File: src/rtl/simon_key_schedule.sv
// SIMON 64/128 and 128/128 round-key generator; streams keys to simon_round over a valid/ready handshake.
// Optional: define SIMON_KS_DECRYPT_EN to add the key buffer that serves keys in reverse (decrypt) order.
`ifndef SIMON_MODE_64_128
`define SIMON_MODE_64_128 1'b0
`endif
`ifndef SIMON_MODE_128_128
`define SIMON_MODE_128_128 1'b1
`endif

module simon_key_schedule #(
  parameter int SIMON_MAX_WORD_WIDTH = 64
) (
  input  logic                            ck,
  input  logic                            nrst,
  input  logic                            start,
  input  logic                            mode,
  input  logic                            enc_dec,
  input  logic [127:0]                    key_in,
  output logic [SIMON_MAX_WORD_WIDTH-1:0] key_out,
  output logic                            key_valid,
  input  logic                            key_ready,
  output logic                            busy,
  output logic                            done,
  output logic                            error
);

  localparam int W     = SIMON_MAX_WORD_WIDTH;
  localparam int T_MAX = 68;

  localparam logic [6:0] LAST_64  = 7'd43;
  localparam logic [6:0] LAST_128 = 7'd67;

  // Bit 61 holds z[0] (leftmost character of the published sequence).
  localparam logic [61:0] Z2 = 62'b10101111011100000011010010011000101000010001111110010110110011;
  localparam logic [61:0] Z3 = 62'b11011011101011000110010111100000010010001010011100110100001111;

`ifdef SIMON_KS_DECRYPT_EN
  localparam bit DECRYPT_EN = 1'b1;
`else
  localparam bit DECRYPT_EN = 1'b0;
`endif

  typedef enum logic [1:0] {IDLE, EXPAND, STREAM} state_t;
  typedef logic [W-1:0] word_t;

  localparam word_t ROUND_C3 = W'(3);

  state_t     state;
  logic       is128;
  logic       enc;
  logic [6:0] cnt;
  word_t      win [4];

  word_t      load_win  [4];
  word_t      shift_win [4];
  word_t      tmp;
  word_t      new_word;
  word_t      word_mask;
  logic [6:0] last_idx;
  logic [5:0] z_idx;
  logic       z_bit;
  logic       load_128;
  logic       last_key;

  // Rotate right within the active word size; the 32-bit result is zero-extended.
  function automatic word_t rotr(input word_t x, input int unsigned r, input logic wide);
    logic [31:0] lo;
    lo = x[31:0];
    if (wide) return (x >> r) | (x << (W - r));
    return word_t'((lo >> r) | (lo << (32 - r)));
  endfunction

  // Master-key split into the initial sliding window k[0..m-1].
  always_comb begin
    // NOTE: every combinational output gets a default before any branch, so no latch can be inferred.
    load_128 = (mode == `SIMON_MODE_128_128);
    for (int j = 0; j < 4; j++) load_win[j] = word_t'(key_in[32*j +: 32]);
    if (load_128) begin
      load_win[0] = word_t'(key_in[63:0]);
      load_win[1] = word_t'(key_in[127:64]);
      load_win[2] = '0;
      load_win[3] = '0;
    end
  end

  // Next key k[cnt+m] from the window whose head is k[cnt].
  always_comb begin
    last_idx  = is128 ? LAST_128 : LAST_64;
    word_mask = is128 ? '1 : word_t'(32'hffff_ffff);
    z_idx     = (cnt >= 7'd62) ? 6'(cnt - 7'd62) : cnt[5:0];
    z_bit     = is128 ? Z2[6'd61 - z_idx] : Z3[6'd61 - z_idx];
    tmp       = is128 ? rotr(win[1], 3, 1'b1) : (rotr(win[3], 3, 1'b0) ^ win[1]);
    new_word  = (~win[0] ^ tmp ^ rotr(tmp, 1, is128) ^ ROUND_C3 ^ word_t'(z_bit)) & word_mask;

    shift_win[0] = win[1];
    shift_win[1] = is128 ? new_word : win[2];
    shift_win[2] = win[3];
    shift_win[3] = new_word;

    last_key = enc ? (cnt == last_idx) : (cnt == 7'd0);
  end

`ifdef SIMON_KS_DECRYPT_EN
  word_t key_buf [T_MAX];

  // NOTE: the key buffer has no reset; every entry is written during EXPAND before STREAM reads it.
  always_ff @(posedge ck) begin
    if (state == EXPAND) key_buf[cnt] <= win[0];
  end
`endif

  always_ff @(posedge ck) begin
    // NOTE: all state here uses non-blocking assignment so every register samples pre-edge values.
    if (!nrst) begin
      state     <= IDLE;
      is128     <= 1'b0;
      enc       <= 1'b1;
      cnt       <= '0;
      for (int j = 0; j < 4; j++) win[j] <= '0;
      key_out   <= '0;
      key_valid <= 1'b0;
      busy      <= 1'b0;
      done      <= 1'b0;
      error     <= 1'b0;
    end else begin
      done  <= 1'b0;
      error <= 1'b0;
      case (state)
        IDLE: begin
          if (start) begin
            if (enc_dec || DECRYPT_EN) begin
              is128 <= load_128;
              enc   <= enc_dec;
              cnt   <= '0;
              win   <= load_win;
              busy  <= 1'b1;
              if (enc_dec) begin
                state     <= STREAM;
                key_out   <= load_win[0];
                key_valid <= 1'b1;
              end else begin
                state <= EXPAND;
              end
            end else begin
              error <= 1'b1;
            end
          end
        end

        EXPAND: begin
`ifdef SIMON_KS_DECRYPT_EN
          win <= shift_win;
          if (cnt == last_idx) begin
            // k[T-1] is bypassed straight from the window while it is being stored.
            state     <= STREAM;
            key_out   <= win[0];
            key_valid <= 1'b1;
          end else begin
            cnt <= cnt + 7'd1;
          end
`else
          state <= IDLE;
          busy  <= 1'b0;
`endif
        end

        STREAM: begin
          if (key_ready) begin
            if (last_key) begin
              state     <= IDLE;
              key_valid <= 1'b0;
              busy      <= 1'b0;
              done      <= 1'b1;
            end else if (enc) begin
              cnt     <= cnt + 7'd1;
              win     <= shift_win;
              key_out <= win[1];
            end else begin
`ifdef SIMON_KS_DECRYPT_EN
              cnt     <= cnt - 7'd1;
              key_out <= key_buf[cnt - 7'd1];
`endif
            end
          end
        end

        default: begin
          state     <= IDLE;
          key_valid <= 1'b0;
          busy      <= 1'b0;
        end
      endcase
    end
  end

endmodule

File: config.mk
export PLATFORM = sky130hd
export DESIGN_NAME = simon_key_schedule
export DESIGN_NICKNAME = d
export VERILOG_FILES = /design/src/rtl/simon_key_schedule.sv
export SDC_FILE = /design/constraint.sdc
export NUM_CORES = 1
export LEC_CHECK = 0
export ABC_AREA = 0
export BUFFER_PORTS_ARGS = -buffer_cell sky130_fd_sc_hd__buf_2
export CORE_ASPECT_RATIO = 0.9
export CORE_MARGIN = 5
export CORE_UTILIZATION = 54
export CTS_CLUSTER_SIZE = 12
export DETAILED_ROUTE_END_ITERATION = 8
export PLACE_DENSITY = 0.87
export SETUP_SLACK_MARGIN = 0.15
export SYNTH_ARGS = -nofsm -noshare
export SYNTH_HDL_FRONTEND = slang
export SYNTH_SLANG_ARGS = --single-unit
export TNS_END_PERCENT = 20
File: constraint.sdc
create_clock -name ck -period 4.5 [get_ports ck]
set_clock_uncertainty 0.2 [all_clocks]
set_input_delay 0.9 -clock ck [delete_from_list [all_inputs] [get_ports ck]]
set_output_delay 0.9 -clock ck [all_outputs]
set_load 0.005 [all_outputs]
==> results of run 1 <==
[synth_stat cells (all sizes together), types with 3 or more instances]
master | instances | area, um^2
a211oi | 7 | 82.6
a21boi | 78 | 586
a21oi | 139 | 696
a221o | 11 | 110
a221oi | 82 | 718
and2 | 4 | 25.0
and3 | 4 | 25.0
buf | 101 | 687
clkbuf | 121 | 454
dfxtp | 267 | 5350
ha | 11 | 138
inv | 11 | 41.3
mux2i | 68 | 681
nand2 | 230 | 863
nand3 | 42 | 215
nor2 | 191 | 724
nor2b | 10 | 72.6
nor3b | 63 | 478
o211a | 85 | 858
o211ai | 6 | 45.0
o21ai | 89 | 445
or4b | 3 | 33.8
xnor2 | 125 | 1090
xor2 | 74 | 656
[metrics by stage]
step	hold slack, ns	cells	instance area [um^2]	worst slack, ns
final	0.253	2273	16900	0.407
after global routing	0.267	2272	16900	0.179
after CTS	0.251	2270	16800	0.163
after detailed placement	0.243	2227	16000	0.190
after global placement	0.237	2227	16000	0.234
after floorplan	0.231	1860	15400	0.476
[flip-flops by register name, summed over array words and instances, names as in the netlist]
name / cells
key_out: 64
cnt: 7
win: 64
error: 1
done: 1
shift_win: 128
is128: 1
key_valid: 1
[cell usage in the layout (no fill, tap or decap), types with 11 or more instances in the layout]
| master | count |
|---|---|
| nor3b_1 | 62 |
| buf_2 | 200 |
| ha_1 | 11 |
| a21boi_1 | 30 |
| nand3_1 | 41 |
| a221o_1 | 11 |
| o211a_1 | 84 |
| dfxtp_1 | 265 |
| xor2_1 | 73 |
| a21oi_1 | 139 |
| clkbuf_16 | 27 |
| xnor2_1 | 125 |
| o21ai_0 | 89 |
| a221oi_1 | 82 |
| nand2_1 | 229 |
| buf_4 | 24 |
| a21boi_0 | 47 |
| nor2_1 | 188 |
| mux2i_1 | 68 |
[worst min path at each step]
stage,start,endpoint,slack (ns),depth (start not counted)
after global routing,shift_win[109],shift_win[109],0.27,2
after floorplan,shift_win[100],shift_win[100],0.23,2
final,shift_win[100],shift_win[100],0.25,2
after global placement,shift_win[96],shift_win[96],0.24,2
after detailed placement,shift_win[100],shift_win[100],0.24,2
after CTS,shift_win[100],shift_win[100],0.25,2
[kinds of logic (layout without fill, tap and decap cells)]
| kind of cell | Yosys count | count (layout) | share of synthesized area, % |
|---|---|---|---|
| XOR/XNOR | 199 | 199 | 11.4 |
| adder cells (fa/ha/maj) | 13 | 13 | 1.02 |
| multiplexers | 68 | 68 | 4.42 |
| flip-flops | 267 | 267 | 34.7 |
| AO/OA/AOI/OAI | 519 | 519 | 24.3 |
| buffers and inverters | 233 | 284 | 7.68 |
| other | 0 | 2 | 0 |
| AND/OR/NAND/NOR | 561 | 561 | 16.5 |
[routing by layer]
layer	track usage (%)	up-vias	routed length [um]
li1	-	6525	-
met1	38.4	6831	19000
met2	42.2	880	20500
met3	5.97	157	5270
met4	12.4	8	2400
met5	0	-	49
[power breakdown]
part | internal (W) | total [W] | switching (W)
logic | 0.000622 | 0.00144 | 0.000822
clock network | 0.00122 | 0.00214 | 0.000923
registers | 0.00253 | 0.00275 | 0.000225
total | 0.00437 | 0.00634 | 0.00197
[final cells by class]
| class | count | area, um^2 |
|---|---|---|
| timing repair buffer | 230 | 1290 |
| multi-input combinational | 1360 | 8910 |
| sequential | 267 | 5350 |
| tap | 360 | 450 |
| fill | 2375 | 11200 |
| inverter | 11 | 41.3 |
| clock inverter | 2 | 38.8 |
| clock buffer | 41 | 768 |
| antenna | 2 | 5.00 |
[timing repair]
| action | 4_1_cts | 5_1_grt |
|---|---|---|
| buffers inserted | 0 | 1 |
| endpoints found under the setup margin | 0 | 2 |
| hold endpoints to repair | 0 | 0 |
| gates resized for setup | 0 | 4 |
| hold buffers | 0 | 0 |
[tightest hold or removal path, stage by stage, from the launching register on]
cell	delay, ns
dfxtp_1	0.31
nand2_1	0.05
a21boi_1	0.05
==> flow_metrics.tcl, run 1 <==
set metrics [dict create \
    status "finished, final reports clean" \
    tritoncts "built" \
    regToRegStartpoint "cnt[2]" \
    die_area_um2 32000 \
    grt_total_ovfl 0 \
    max_clock_freq_mhz 244 \
    crit_required_ns 4.72 \
    setup_viol_count_final 0 \
    timing.final.crit_period_ns 4.09 \
    finish.net_count 2042 \
    cpLargestDelayFamily "compound AO/OA/AOI/OAI gates" \
    path_clk_slew_ns 0.06 \
    r2r_cells 16 \
    peakVddDrop_v 0.000335 \
    power_per_cell_area_nw_per_um2 376 \
    final_core_util_pct 60.2 \
    place.gp.congestion 0.959 \
    syn_to_final_growth_pct 9.48 \
    timing_worst_slew_pin_value_ns 1.12 \
    maxCapViolations 0 \
    setup.reg_to_reg.worst_slack_ns 0.41 \
    h-tree-depth 1 \
    die_w_um 188 \
    synth_async_sr_flop_share_pct 0 \
    holdCritPathClass "flop to flop" \
    route.detailed.drc 0 \
    floorplan.io_pins 202 \
    startpoint "cnt[2]" \
    critical_path_cell_count 16 \
    fp-row-count 58 \
    number_of_buffers_on_the_longest_clock_path 3 \
    first_global_vias 13492 \
    timing.critical_path.from_type "flop" \
    firstDrtPassIters 7 \
    synthesized_netlist_cell_count 1860 \
    critical_path_s_largest_stage_delay_ns 0.55 \
    vias_per_cell 6.34 \
    cts.root.buffer_cell "clkbuf_16" \
    synthesis.yosys.warnings 0 \
    initial_standard_cell_utilization_of_the_core_pct 55.0 \
    synthesis.area_per_instance_um2 8.28 \
    total_routing_usage_reported_by_global_routing_pct 27.9 \
    endpoint "shift_win[64]" \
    postSynth.topFlopCell "dfxtp_1" \
    synth_cell_type_count 66 \
    critPathKind "flop to flop" \
    core_um2 28000 \
    routed_wire_length_per_instance_um 20.7 \
    finalHoldViolations 0 \
    largest_net_degree_at_the_start_of_global_routing 112 \
    postSynthRegisterBits 267 \
    rsz_0062_raised_after_global_routing "false" \
    synth-seq-area-share_pct 34.7 \
    crit_path_max_fanout 9 \
    fin_tns_setup_ns 0 \
    power_leakage_nw 7.35 \
    drv_slew 0 \
    rr_endpoint "shift_win[64]" \
    cp_cell_sequence "ha_1 > nor2b_2 > o211a_4 > o21ai_0 > a21boi_2 > inv_1 > ha_1 > and4b_1 > a21o_1 > a211oi_4 > a21o_1 > a21oi_1 > or4b_4 > a22oi_2 > o211ai_1 > nor3b_2" \
    final_min_period_over_clock_period_pct 91.0 \
    tritoncts.num_buffers 27 \
    antenna_violations_before_repair 5 \
    synthesis.nets 2005 \
    drt_first_iter_violations 1566 \
    buffer_ports.inserted 201 \
    clkLatencyLatePin_ns 0.55 \
    cpMaxStageDelayCell "or4b_4" \
    number_of_enable_type_register_cells_in_the_synthesized_netlist 0 \
    finalWirelength_um 47200 \
    netlist_area_before_placement_um2 15400 \
    path_buf_inv 1 \
    timing.slew.headroom_pct 25.1 \
    hpwlAfterDp_um 32000 \
    route.antenna.remaining_nets 0 \
    layout-drive-gt1-share_pct 15.0 \
    die_height_um 170 \
    worst_setup_path_end_kind "flop" \
    cp.arrival_ns 4.31 \
    detailroute.via_count 14401 \
    grt_pass1_wl_um 73700 \
    totalPowerFinal_w 0.00634 \
    cts.sinks 267 \
]
(Power assumes the default switching activity.)
==> run 2, diff against run 1 <==
--- a/config.mk
+++ b/config.mk
@@ -6,7 +6,7 @@
 export NUM_CORES = 1
 export LEC_CHECK = 0
 export ABC_AREA = 0
-export BUFFER_PORTS_ARGS = -buffer_cell sky130_fd_sc_hd__buf_2
+export BUFFER_PORTS_ARGS = -buffer_cell sky130_fd_sc_hd__clkbuf_2
 export CORE_ASPECT_RATIO = 0.9
 export CORE_MARGIN = 5
 export CORE_UTILIZATION = 54
==> flow_metrics.tcl, run 2 (synthesis gave the netlist of run 1 again) <==
set metrics [dict create \
    timing.final.crit_period_ns 4.09 \
    finalHoldViolations 0 \
    uppermost_layer_routed "met5" \
    h-tree-depth 1 \
    p_sw_w 0.00198 \
    buffer_ports.inserted 201 \
    tritoncts "built" \
    pre_cts_ws_ns 0.195 \
    clkLatencyLatePin_ns 0.54 \
    cpLargestDelayFamily "compound AO/OA/AOI/OAI gates" \
    fp-row-count 58 \
    routed-wl-met2_um 20300 \
    total_routing_usage_reported_by_global_routing_pct 27.5 \
    timing.slew.headroom_pct 29.0 \
    layout-drive-gt1-share_pct 15.0 \
    die_height_um 170 \
    worst_setup_path_end_kind "flop" \
    route.detailed.drc 0 \
    setup_slack_ns 0.413 \
    maxCapViolations 0 \
    drv_slew 0 \
    status "finished, final reports clean" \
    routed_wire_length_per_instance_um 20.6 \
    path_buf_inv 1 \
    critical_path_s_largest_stage_delay_ns 0.55 \
    layout.cells.most_common_list "dfxtp_1, nand2_1, clkbuf_2" \
    firstDrtPassIters 7 \
    flip_flop_count_of_the_largest_register_after_layout 128 \
    min-delay-start "shift_win[108]" \
    wl_on_met1_um 18600 \
    die_w_um 188 \
    vias_per_cell 6.30 \
    sw_frac_of_total_pct 31.0 \
    timing_worst_slew_pin_value_ns 1.07 \
    peakVddDrop_v 0.000302 \
    cts.sinks 267 \
    floorplan.io_pins 202 \
    critPathKind "flop to flop" \
    setup_fix_buffers_added_after_clock_tree_synthesis 0 \
    die_area_um2 32000 \
    sequentialPowerShare_pct 43.2 \
    rsz_0062_raised_after_global_routing "false" \
    route.antenna.remaining_nets 0 \
    routed-wl-met3_um 5430 \
    power.clock.fraction_pct 34.5 \
    setup_viol_count_final 0 \
    holdCritPathClass "flop to flop" \
    initial_standard_cell_utilization_of_the_core_pct 55.0 \
    cts.root.buffer_cell "clkbuf_16" \
    internal-power_w 0.00441 \
    tritoncts.num_buffers 28 \
    grt_total_ovfl 0 \
    place.gp.congestion 0.929 \
    cp.arrival_ns 4.31 \
    first_global_vias 13422 \
    power_per_cell_area_nw_per_um2 380 \
    hpwlAfterDp_um 31500 \
    antenna_violations_before_repair 3 \
    finish.net_count 2034 \
    grt_pass1_wl_um 72700 \
    timing.critical_path.from_type "flop" \
    syn_to_final_growth_pct 9.37 \
    largest_net_degree_at_the_start_of_global_routing 197 \
    final_min_period_over_clock_period_pct 90.8 \
    drt_first_iter_violations 1665 \
    final_common_cell "dfxtp_1" \
    crit_required_ns 4.73 \
    power_leakage_nw 7.32 \
    max_clock_freq_mhz 245 \
    crit_path_max_fanout 9 \
    detailroute.via_count 14271 \
    nFillCells 2370 \
    core_um2 28000 \
    regToRegStartpoint "cnt[2]" \
    path_clk_slew_ns 0.06 \
    number_of_buffers_on_the_longest_clock_path 3 \
    cp_cell_sequence "ha_1 > nor2b_2 > o211a_4 > o21ai_2 > a21boi_2 > inv_1 > ha_1 > and4b_1 > a21o_1 > a211oi_4 > a21o_1 > a21oi_1 > or4b_4 > a22oi_2 > o211ai_1 > nor3b_2" \
    cpMaxStageDelayCell "or4b_4" \
    fin_tns_setup_ns 0 \
    startpoint "cnt[2]" \
    finalWirelength_um 46700 \
    comb_power_share_pct 22.4 \
]
==> run 2: changes by cell type in the layout (fill, tap and decap cells not counted), sizes merged <==
cell	change
buf	-209
clkbuf	+199
clkinv	+4
clkinvlp	+1
inv	-1
==> run 2: path summary, 6_finish.rpt <==
kind	depth (start not counted)	endpoint	slack [ns]
worst max register to register	16	shift_win[64]	0.41
worst min register to register	2	shift_win[108]	0.25
worst min-delay path	2	shift_win[108]	0.25
worst max-delay path	16	shift_win[64]	0.41
==> run 2: metrics by stage <==
stage | area, um^2 | util (%) | total power (W) | std cells | hold WS [ns]
floorplan | 15400 | - | 0.00384 | 1860 | 0.231
global placement | 16000 | 57.0 | 0.00415 | 2219 | 0.237
detailed placement | 16000 | 57.0 | 0.00419 | 2219 | 0.242
CTS | 16800 | 60.0 | 0.00637 | 2265 | 0.251
global route | 16800 | 60.1 | 0.00664 | 2266 | 0.269
finish | 16800 | 60.1 | 0.00639 | 2267 | 0.250
==> run 2: worst min-delay path, cell delays in order (launching register included) <==
cell	delay, ns
dfxtp_1	0.31
nand2_1	0.05
a21boi_1	0.05
==> run 2: routing by layer <==
metal  global-route usage [%]  vias to the layer above
li1                         -                     6517
met1                     37.5                     6727
met5                        0                        -
met2                     41.9                      869
met4                     13.1                        4
met3                     5.48                      154
==> run 2: power by group through the flow <==
stage	logic (W)	registers, W	clock network (W)
floorplan	0.00113	0.00271	0
global placement	0.00136	0.00279	0
detailed placement	0.00139	0.00280	0
CTS	0.00141	0.00275	0.00221
global route	0.00156	0.00277	0.00231
finish	0.00143	0.00276	0.00220
==> run 2: cell type report <==
| type | instances | area, um^2 | share of cell area [%] |
|---|---|---|---|
| flip-flops and latches | 267 | 5350 | 31.8 |
| well taps | 360 | 450 | 2.67 |
| diodes | 2 | 5.00 | 0.0297 |
| clock buffers | 40 | 787 | 4.67 |
| clock inverters | 6 | 57.6 | 0.342 |
| inverters | 11 | 41.3 | 0.245 |
| repair buffers | 221 | 1220 | 7.27 |
| multi-input cells | 1360 | 8920 | 53.0 |
==> run 2: repair_timing <==
item                       in CTS  in global routing
setup endpoints to repair       0                  2
gates resized for setup         0                  7
hold buffers                    0                  0
